### src/rtl/tlk2711_pkg.sv
// Shared types and constants for the TLK2711 lane link sequencer.
package tlk2711_pkg;

    // Sequencer states; the encoding is visible on o_state.
    typedef enum logic [2:0] {
        StIdle  = 3'd0,
        StPwrup = 3'd1,
        StLock  = 3'd2,
        StSync  = 3'd3,
        StRun   = 3'd4,
        StStop  = 3'd5
    } link_state_e;

    // Test-mode encodings on i_mode; 3..7 are reserved and rejected.
    localparam logic [2:0] MODE_NORMAL = 3'd0;
    localparam logic [2:0] MODE_LOOP   = 3'd1;
    localparam logic [2:0] MODE_PRBS   = 3'd2;

    // Idle comma character carried on the RX word LSB.
    localparam logic [7:0] K28_5 = 8'hBC;

    // Default timing, in core clock cycles.
    localparam int unsigned DEF_PWR_WAIT     = 8;
    localparam int unsigned DEF_LOCK_WAIT    = 16;
    localparam int unsigned DEF_SYNC_CNT     = 4;
    localparam int unsigned DEF_SYNC_TIMEOUT = 64;
    localparam int unsigned DEF_DRAIN_CNT    = 16;

    // Counter width: log2 of the largest timing constant, plus one.
    function automatic int unsigned cnt_width(input int unsigned a, input int unsigned b,
                                              input int unsigned c, input int unsigned d,
                                              input int unsigned e);
        int unsigned m;
        m = a;
        if (b > m) m = b;
        if (c > m) m = c;
        if (d > m) m = d;
        if (e > m) m = e;
        return $clog2(m) + 1;
    endfunction

endpackage

### src/rtl/tlk2711_comma_sync.sv
// Comma qualification for SYNC: counts consecutive K28.5 cycles and total SYNC cycles.
// Both counters are held at zero while clear is high and saturate rather than wrap.
module tlk2711_comma_sync
    import tlk2711_pkg::*;
#(
    parameter int unsigned SYNC_CNT     = DEF_SYNC_CNT,
    parameter int unsigned SYNC_TIMEOUT = DEF_SYNC_TIMEOUT,
    parameter int unsigned CW           = 7
) (
    input  logic clk,
    input  logic rst,
    input  logic clear,
    input  logic i_rx_comma,
    output logic synced,
    output logic timeout
);

    localparam logic [CW-1:0] CNT_MAX  = '1;
    localparam logic [CW-1:0] SYNC_LIM = CW'(SYNC_CNT);
    // Timeout fires in the last allowed SYNC cycle so the state exits after exactly SYNC_TIMEOUT.
    localparam logic [CW-1:0] TMO_LIM  = CW'(SYNC_TIMEOUT - 1);

    logic [CW-1:0] comma_cnt;
    logic [CW-1:0] tmo_cnt;

    // Consecutive-comma run length; any non-comma cycle restarts the run.
    always_ff @(posedge clk or posedge rst) begin
        if (rst) begin
            comma_cnt <= '0;
        end else if (clear || !i_rx_comma) begin
            comma_cnt <= '0;
        end else if (comma_cnt != CNT_MAX) begin
            comma_cnt <= comma_cnt + 1'b1;
        end
    end

    // Cycles spent searching for sync since the counters were last cleared.
    always_ff @(posedge clk or posedge rst) begin
        if (rst) begin
            tmo_cnt <= '0;
        end else if (clear) begin
            tmo_cnt <= '0;
        end else if (tmo_cnt != CNT_MAX) begin
            tmo_cnt <= tmo_cnt + 1'b1;
        end
    end

    assign synced  = (comma_cnt >= SYNC_LIM);
    assign timeout = (tmo_cnt >= TMO_LIM);

endmodule

### src/rtl/tlk2711_link_ctrl.sv
// TLK2711 lane link sequencer: power-up, lock release, test-mode setup, comma
// qualification, TX source select and drained stop with acknowledge.
// Optional feature macro: TLK2711_LINK_RETRY_CNT_EN adds o_retry_cnt[7:0], a
// saturating count of SYNC timeouts cleared by each accepted start.
module tlk2711_link_ctrl
    import tlk2711_pkg::*;
#(
    parameter int unsigned PWR_WAIT     = DEF_PWR_WAIT,
    parameter int unsigned LOCK_WAIT    = DEF_LOCK_WAIT,
    parameter int unsigned SYNC_CNT     = DEF_SYNC_CNT,
    parameter int unsigned SYNC_TIMEOUT = DEF_SYNC_TIMEOUT,
    parameter int unsigned DRAIN_CNT    = DEF_DRAIN_CNT
) (
    input  logic       clk,
    input  logic       rst,
    input  logic       i_start,
    input  logic       i_stop,
    input  logic [2:0] i_mode,
    input  logic       i_rx_comma,
    output logic       o_enable,
    output logic       o_lckrefn,
    output logic       o_loopen,
    output logic       o_prbsen,
    output logic       o_testen,
    output logic       o_tx_sel,
    output logic       o_link_up,
    output logic       o_busy,
    output logic       o_err,
    output logic       o_stop_ack,
`ifdef TLK2711_LINK_RETRY_CNT_EN
    output logic [7:0] o_retry_cnt,
`endif
    output logic [2:0] o_state
);

    localparam int unsigned CW = cnt_width(PWR_WAIT, LOCK_WAIT, SYNC_CNT, SYNC_TIMEOUT,
                                           DRAIN_CNT);
    localparam logic [CW-1:0] PWR_LAST   = CW'(PWR_WAIT - 1);
    localparam logic [CW-1:0] LOCK_LAST  = CW'(LOCK_WAIT - 1);
    localparam logic [CW-1:0] DRAIN_LAST = CW'(DRAIN_CNT - 1);

    link_state_e   state_q, state_d;
    logic [CW-1:0] tmr_q, tmr_d;
    logic [2:0]    mode_q, mode_d;
    logic          err_d, ack_d;
    logic          en_d, lck_d, loop_d, prbs_d, tx_d, link_d, busy_d;

    logic start_q, start_prev, stop_q, stop_prev;
    logic start_edge, stop_edge;
    logic synced, timeout;

    // Register the request levels once more to find their rising edges.
    always_ff @(posedge clk or posedge rst) begin
        if (rst) begin
            start_q    <= 1'b0;
            start_prev <= 1'b0;
            stop_q     <= 1'b0;
            stop_prev  <= 1'b0;
        end else begin
            start_q    <= i_start;
            start_prev <= start_q;
            stop_q     <= i_stop;
            stop_prev  <= stop_q;
        end
    end

    assign start_edge = start_q & ~start_prev;
    assign stop_edge  = stop_q & ~stop_prev;

    tlk2711_comma_sync #(
        .SYNC_CNT     (SYNC_CNT),
        .SYNC_TIMEOUT (SYNC_TIMEOUT),
        .CW           (CW)
    ) u_comma_sync (
        .clk        (clk),
        .rst        (rst),
        .clear      (state_q != StSync),
        .i_rx_comma (i_rx_comma),
        .synced     (synced),
        .timeout    (timeout)
    );

    // Next state, state timer and the output values that go with the next state.
    always_comb begin
        state_d = state_q;
        tmr_d   = (tmr_q != '1) ? tmr_q + 1'b1 : tmr_q;
        mode_d  = mode_q;
        err_d   = 1'b0;
        ack_d   = 1'b0;

        case (state_q)
            StIdle: begin
                // Stop wins over a coincident start.
                if (stop_edge) begin
                    ack_d = 1'b1;
                end else if (start_edge) begin
                    if (i_mode <= MODE_PRBS) begin
                        state_d = StPwrup;
                        mode_d  = i_mode;
                    end else begin
                        err_d = 1'b1;
                    end
                end
            end
            StPwrup: begin
                if (stop_edge)                 state_d = StStop;
                else if (tmr_q == PWR_LAST)    state_d = StLock;
            end
            StLock: begin
                if (stop_edge) begin
                    state_d = StStop;
                end else if (tmr_q == LOCK_LAST) begin
                    // PRBS has no comma stream to qualify on.
                    state_d = (mode_q == MODE_PRBS) ? StRun : StSync;
                end
            end
            StSync: begin
                if (stop_edge) begin
                    state_d = StStop;
                end else if (synced) begin
                    state_d = StRun;
                end else if (timeout) begin
                    state_d = StLock;
                    err_d   = 1'b1;
                end
            end
            StRun: begin
                if (stop_edge) state_d = StStop;
            end
            StStop: begin
                if (tmr_q == DRAIN_LAST) state_d = StIdle;
            end
            default: state_d = StIdle;
        endcase

        if (state_d != state_q) tmr_d = '0;
        // Acknowledge coincides with the final drain cycle.
        if (state_d == StStop && tmr_d == DRAIN_LAST) ack_d = 1'b1;

        en_d   = o_enable;
        lck_d  = o_lckrefn;
        loop_d = o_loopen;
        prbs_d = o_prbsen;
        case (state_d)
            StIdle: begin
                en_d   = 1'b0;
                lck_d  = 1'b0;
                loop_d = 1'b0;
                prbs_d = 1'b0;
            end
            StPwrup: begin
                en_d   = 1'b1;
                lck_d  = 1'b0;
                loop_d = 1'b0;
                prbs_d = 1'b0;
            end
            StLock, StSync, StRun: begin
                en_d   = 1'b1;
                lck_d  = 1'b1;
                loop_d = (mode_d == MODE_LOOP);
                prbs_d = (mode_d == MODE_PRBS);
            end
            default: ;  // STOP holds the device pins while draining
        endcase

        tx_d   = (state_d == StRun) && (mode_d != MODE_PRBS);
        link_d = (state_d == StRun);
        busy_d = (state_d != StIdle);
    end

    // State, timer, latched mode and all registered outputs.
    always_ff @(posedge clk or posedge rst) begin
        if (rst) begin
            state_q    <= StIdle;
            tmr_q      <= '0;
            mode_q     <= MODE_NORMAL;
            o_enable   <= 1'b0;
            o_lckrefn  <= 1'b0;
            o_loopen   <= 1'b0;
            o_prbsen   <= 1'b0;
            o_tx_sel   <= 1'b0;
            o_link_up  <= 1'b0;
            o_busy     <= 1'b0;
            o_err      <= 1'b0;
            o_stop_ack <= 1'b0;
        end else begin
            state_q    <= state_d;
            tmr_q      <= tmr_d;
            mode_q     <= mode_d;
            o_enable   <= en_d;
            o_lckrefn  <= lck_d;
            o_loopen   <= loop_d;
            o_prbsen   <= prbs_d;
            o_tx_sel   <= tx_d;
            o_link_up  <= link_d;
            o_busy     <= busy_d;
            o_err      <= err_d;
            o_stop_ack <= ack_d;
        end
    end

    assign o_state  = state_q;
    assign o_testen = 1'b0;

`ifdef TLK2711_LINK_RETRY_CNT_EN
    logic [7:0] retry_q;

    // Saturating SYNC-timeout count, restarted by every accepted start.
    always_ff @(posedge clk or posedge rst) begin
        if (rst) begin
            retry_q <= 8'd0;
        end else if (state_q == StIdle && state_d == StPwrup) begin
            retry_q <= 8'd0;
        end else if (state_q == StSync && state_d == StLock && retry_q != 8'hFF) begin
            retry_q <= retry_q + 8'd1;
        end
    end

    assign o_retry_cnt = retry_q;
`endif

endmodule

### config.mk
export PLATFORM = sky130hd
export DESIGN_NAME = tlk2711_link_ctrl
export DESIGN_NICKNAME = d
export VERILOG_FILES = /design/src/rtl/tlk2711_pkg.sv /design/src/rtl/tlk2711_comma_sync.sv /design/src/rtl/tlk2711_link_ctrl.sv
export SDC_FILE = /design/constraint.sdc
export NUM_CORES = 1
export LEC_CHECK = 0
export ABC_AREA = 0
export CAP_MARGIN = 20
export CORE_UTILIZATION = 40
export DETAILED_ROUTE_END_ITERATION = 6
export DONT_BUFFER_PORTS = 1
export GPL_TIMING_DRIVEN = 0
export SLEW_MARGIN = 0
export SYNTH_ARGS = -nofsm -noshare
export SYNTH_HDL_FRONTEND = slang
export SYNTH_SLANG_ARGS = --single-unit
### constraint.sdc
create_clock -name clk -period 2.98 [get_ports clk]
set_input_delay 0.298 -clock clk [delete_from_list [all_inputs] [get_ports clk]]
set_output_delay 0.298 -clock clk [all_outputs]
set_load 0.05 [all_outputs]
-- After elaboration in Yosys (flattened, before gate mapping)
Index checks and enable logic that the tools add are counted.
- register bits after elaboration: 40
- output and inout port bits: 13
- word-level logic and storage cells: 102
- add/subtract/negate cells: 3
- magnitude comparators: 3
- equal/unequal tests: 22
- muxes and demuxes: 38
- bitwise logic cells: 4
- reduce and logical (&&, ||, !) cells: 14
- operator list (cell ; count):
    3-bit two-way mux ; 17
    7-bit two-way mux ; 6
    7-bit by 1-bit adder with 7-bit output, second input constant ; 3
    7-bit inequality test, second input constant ; 3
    3-bit by 2-bit equality test with 1-bit output, second input constant ; 6
    3-bit one-hot mux with 6 select lines ; 1
    7-bit by 4-bit equality test with 1-bit output, second input constant ; 2
    3-bit equality test, second input constant ; 4
    1-bit one-hot mux with 2 select lines ; 5
    3-bit by 1-bit equality test with 1-bit output, second input constant ; 3
    1-bit two-way mux ; 9
    2-bit nonzero test ; 4
    7-bit by 3-bit equality test with 1-bit output, second input constant ; 1
    7-bit by 3-bit >= comparator with 1-bit output, second input constant ; 1
    7-bit by 6-bit >= comparator with 1-bit output, second input constant ; 1
    3-bit zero test ; 2
    3-bit by 2-bit inequality test with 1-bit output, second input constant ; 2
    4-bit OR reduction ; 1
    3-bit by 2-bit <= comparator with 1-bit output, second input constant ; 1
    3-bit inequality test ; 1
    3-bit nonzero test ; 1
    3-bit OR reduction ; 1
    1-bit bitwise AND ; 2
    1-bit logical AND ; 2
    other kinds (4) ; 5

-- Depth between registers and ports, before layout
- depth in word-level cells: 10
- mapped depth: 10
- depth with buffers taken out: 8

-- Hierarchy
Synthesis repeated with hierarchy kept, for this count alone.
- cell total of the unflattened synthesis: 211
- area, all modules: 2223.4 sq um
- modules (own cells, without submodules) (module ; instances ; cells each ; area each (sq um)):
    tlk2711_link_ctrl ; 1 ; 139 ; 1493.9
    tlk2711_comma_sync ; 1 ; 72 ; 729.4

-- Least setup slack after synthesis
Ideal clock, no wire load.
- path type: flip-flop to flip-flop
- from: register state_q[0], in the netlist o_state[0]
- to: register tmr_q[4]
- arrival: 2347 ps
- path slack: 538 ps
- stages on the path, launching flop included: 10
- clock period less this slack: 2442 ps
- path through: dfrtp_1 -> buf_6 -> or4b_4 -> nor4_4 -> a21oi_1 -> and4b_1 -> buf_6 -> clkinv_4 -> o221ai_4 -> a311oi_2
- word-level cells in the longest chain between the ends: 6
- elaborated cells on any way between the ends: 21
- RTL lines (element ; line ; source):
    from (decl) ; tlk2711_link_ctrl.sv:42 ; link_state_e state_q, state_d;
    from (signal assigned) ; tlk2711_link_ctrl.sv:174 ; state_q <= StIdle;
    from (signal assigned) ; tlk2711_link_ctrl.sv:187 ; state_q <= state_d;
    3-bit two-way mux, on equally long branches ; tlk2711_link_ctrl.sv:122, tlk2711_link_ctrl.sv:97 ;
    3-bit two-way mux, on equally long branches ; tlk2711_link_ctrl.sv:120, tlk2711_link_ctrl.sv:96 ;
    3-bit two-way mux, on equally long branches ; tlk2711_link_ctrl.sv:118, tlk2711_link_ctrl.sv:94 ;
    3-bit one-hot mux with 6 select lines * ; tlk2711_link_ctrl.sv:91 ; case (state_q)
    via state_d[0] ; tlk2711_link_ctrl.sv:42 ;
    3-bit inequality test * ; tlk2711_link_ctrl.sv:136 ; if (state_d != state_q) tmr_d = '0;
    7-bit two-way mux * ; tlk2711_link_ctrl.sv:136 ;
    via tmr_d[4] ; tlk2711_link_ctrl.sv:43 ; logic [CW-1:0] tmr_q, tmr_d;
    to (signal assigned) ; tlk2711_link_ctrl.sv:188 ; tmr_q <= tmr_d;
    to (decl) ; tlk2711_link_ctrl.sv:43 ;
Mark *: on every way through the listed nets, which the timed path passes. The rest lies on a longest branch.
A chain may end at the register's enable or synchronous reset.

-- Worst setup path in the final report
- from: register state_q[2], in the netlist o_state[2]
- to: register tmr_q[4]
- elaborated cells on any way between the ends: 21
- RTL lines (element ; line):
    3-bit equality test, or another cell as far along ; tlk2711_link_ctrl.sv:91
    3-bit one-hot mux with 6 select lines * ; tlk2711_link_ctrl.sv:91
    via state_d[0] ; tlk2711_link_ctrl.sv:42
    3-bit inequality test * ; tlk2711_link_ctrl.sv:136
    7-bit two-way mux * ; tlk2711_link_ctrl.sv:136
    via tmr_d[4] ; tlk2711_link_ctrl.sv:43
Marks and branches as above.

==> summary.txt <==
Status
  – Status: finished clean

STA
  – Setup ws final: 299 ps
  – Relative slew slack: 45.6%
  – Clock Skew: 9.99 ps
  – Fin crit share: 90.0%
  – Slew Limit Fails: 0
  – Final Critical Period: 2680 ps
  – Fmax: 0.373 GHz
  – RSZ-0062 raised after global routing: no
  – Actual slew at the worst max-slew pin: 814 ps
  – Final-report hold violation count: 0
  – Setup_tns: 0 ps
  – Final setup viols: 0

Critical path
  – Top Family by Delay on Critical Path: flip-flops
  – WP data arrival: 2870 ps
  – Startpoint types: flip-flop
  – Critical path fanouts, max: 10
  – WP buf/inv: 3
  – Reg2reg end: tmr_q[4]$_DFF_PP0_
  – Total stage count of the critical path: 9
  – WS Path Type: flip-flop to flip-flop
  – Critical-path top delay cell: dfrtp_1
  – Critical Path RT: 3170 ps
  – Setup slack, reg-to-reg: 300 ps
  – Worst Reg-to-Reg Cells: 9
  – CP Cell Sequence: clkbuf_1, nor2b_1, a21o_1, a21oi_1, and4b_1, buf_6, clkinv_4, o221ai_4, a311oi_2
  – Critical path endpoint category: flip-flop
  – Worst r2r src: o_state[2]$_DFF_PP0_
  – CP max stage delay: 660 ps

Clock tree
  – Root Driver: clkbuf_8
  – Post CTS Setup Buffer Count: 0
  – Worst-case clock buffer depth: 2
  – H-tree depth: 2
  – Cts bufs inserted: 5
  – Skew-Pair Late Insertion Delay: 290 ps
  – Clk slew on worst S/H paths: 80 ps
  – CTS Sinks: 40
  – CTS tree: built
  – Hold buffers post-CTS: 0

Logic synthesis
  – Synthesized Nets: 220
  – Synthesized instance count: 208
  – Post-synth cell types: 52
  – Average cell area after synthesis: 10.1 sq um
  – Syn Std Cell Area: 2100 sq um
  – Seq/Total Area, Yosys: 47.6%
  – Yosys warns: 0
  – Fraction of registers with async set/reset: 100%
  – Post-synth EDFFs: 0
  – #FFs+latches synth: 40
  – Yosys top cell by area: dfrtp_1
  – Yosys top cell area share: 47.6%
  – Synth top area cells: dfrtp_1 (48%), nor2_1 (4.6%), a31oi_1 (3.0%), ha_1 (2.4%), o21ai_0 (2.4%)
  – Ys flop type: dfrtp_1

Worst hold path
  – Min-delay worst type: input port to flip-flop
  – WHS Path Cells: 0
  – HP Start: i_start
  – Hold EP: start_q$_DFF_PP0_

Drt
  – Routed via count: 1530
  – Via density: 5.35
  – DRT Wirelength: 3.88 mm
  – Drt pass-1 iters: 6
  – DRC: 0
  – WL per Instance: 13.6 microns
  – Iteration-0 DRC Markers: 135
  – DRT antenna net count: 0

GRT
  – Grt ovf: 0
  – All-Layer GR Usage: 16.0%
  – Largest net degree at the start of global routing: 41
  – Vias in the first global route: 1444
  – First-pass GRT wire length: 6.73 mm
  – Antenna violations before repair: 0

Final layout
  – Area delta synth->final: 10.8%
  – Final Net Count: 227
  – ANT cells: 0
  – Share of cells above drive strength 1: 13.0%

Placed design
  – Gpl congestion: 0.836
  – Placement Setup Slack: 262 ps
  – Dpl hpwl: 2.76 mm
  – Port bufs: 0

Floorplanning
  – Row count: 26
  – Die Wd: 74.5 microns
  – I/O Pins: 21
  – Die height: 74.5 microns
  – Initial Util: 41.4%
  – CORE AREA: 5070 sq um
  – Die area: 5550 sq um

Flow run
  – Max-Cap Viols: 0

Power and ir drop
  – Pwr/cell area: 795 nW/um^2
  – Leak: 0.986 nW
  – Peak supply drop: 327 uV
==> layout make-up <==
| class | instances | area [sq um] |
|---|---|---|
| buffer | 9 | 56.3 |
| sequential | 40 | 1000 |
| inverter | 7 | 31.3 |
| fill | 499 | 2750 |
| clock inverter | 1 | 30.0 |
| clock buffer | 7 | 96.3 |
| tap | 70 | 87.6 |
| multi-input combinational | 152 | 1030 |
==> state kept, by name (all words and copies together) (netlist names), 3 cells and up <==
register                flops
u_comma_sync.tmo_cnt        7
o_state                     3
u_comma_sync.comma_cnt      7
mode_q                      3
tmr_q                       7
==> metal layers <==
metal  wire length (microns)  GRT usage [%]  up-vias
met4                      36           6.29        0
met5                       0              0        -
met2                    1790           24.8       33
met1                    1890           21.5      725
li1                        -              -      768
met3                     164           3.93        4
==> logic make-up (layout without fill, tap and decap cells) <==
logic type,after synthesis,count (layout),share of synthesized area [%]
XOR/XNOR,7,7,2.92
other,1,1,0.178
AND/OR/NAND/NOR,88,88,24.4
flip-flops,40,40,47.6
multiplexers,3,3,1.49
buffers and inverters,16,24,4.17
adder cells (fa/ha/maj),4,4,2.38
AO/OA/AOI/OAI,49,49,16.8
==> power by group <==
part | leakage (nW) | internal (mW) | switching, mW
Clock | 0.0645 | 0.295 | 0.183
Sequential | 0.521 | 0.628 | 0.260
Combinational | 0.400 | 0.209 | 0.277
==> timing repair <==
item                       in CTS  in global routing
hold endpoints to repair        0                  0
resized for setup               0                  2
setup endpoints to repair       0                  2
==> stage by stage <==
stage	instance area (sq um)	instances	hold slack [ps]	util (%)	total power, mW
2_1_floorplan	2100	208	329	-	1.29
3_3_place_gp	2190	278	329	43.1	1.38
3_5_place_dp	2190	278	329	43.1	1.38
4_1_cts	2320	286	23.3	45.6	1.87
5_1_grt	2330	286	10.7	45.9	1.97
6_report	2330	286	36.0	45.9	1.85
==> worst reg2reg max path, cell delays in order (launching register included) <==
cell and delay (ps):
dfrtp_1 660, clkbuf_1 450, nor2b_1 440, a21o_1 180, a21oi_1 50, and4b_1 210, buf_6 140, clkinv_4 60
o221ai_4 160, a311oi_2 240
==> layout by cell type (no fill, tap or decap), types with 3 or more instances in the layout <==
| cell type | netlist | final |
|---|---|---|
| a21boi_0 | 3 | 3 |
| a21o_1 | 5 | 5 |
| a21oi_1 | 8 | 8 |
| a31oi_1 | 10 | 10 |
| and2_1 | 3 | 3 |
| and3_1 | 4 | 4 |
| buf_2 | 3 | 3 |
| clkbuf_1 | 3 | 3 |
| clkbuf_8 | 0 | 7 |
| dfrtp_1 | 40 | 40 |
| ha_1 | 4 | 4 |
| inv_1 | 6 | 5 |
| nand2_1 | 10 | 10 |
| nand3_1 | 9 | 9 |
| nand4_1 | 6 | 6 |
| nor2_1 | 26 | 26 |
| nor2b_1 | 5 | 5 |
| nor3b_1 | 6 | 6 |
| o21ai_0 | 10 | 10 |
| xnor2_1 | 3 | 3 |
| xor2_1 | 4 | 4 |
==> worst max-delay path by stage <==
stage	slack [ps]	endpoint	start
2_1_floorplan	540	tmr_q[4]$_DFF_PP0_	o_state[0]$_DFF_PP0_
3_3_place_gp	280	o_prbsen$_DFFE_PP0P_	o_state[2]$_DFF_PP0_
3_5_place_dp	260	o_prbsen$_DFFE_PP0P_	o_state[2]$_DFF_PP0_
4_1_cts	250	o_prbsen$_DFFE_PP0P_	o_state[2]$_DFF_PP0_
5_1_grt	120	o_prbsen$_DFFE_PP0P_	o_state[2]$_DFF_PP0_
6_report	300	tmr_q[4]$_DFF_PP0_	o_state[2]$_DFF_PP0_
==> synthesized netlist by cell type, types with 2 or more instances <==
cell and number:
xor2_1 4, a31oi_1 10, o21ai_0 10, inv_1 6, nand2b_1 2, nor2_1 26
nor3b_1 6, dfrtp_1 40, buf_6 2, a21oi_1 8, nand3_1 9, or4b_4 2
ha_1 4, a21o_1 5, a211oi_2 2, a21boi_0 3, nor4_1 2, and3_1 4
xnor2_1 3, buf_2 3, nor3_1 2, nand4_1 6, clkbuf_1 3, o211ai_1 2
nor2b_1 5, nand2_1 10, and2_1 3, mux2i_1 2
Power figures use the tool's default switching activity.
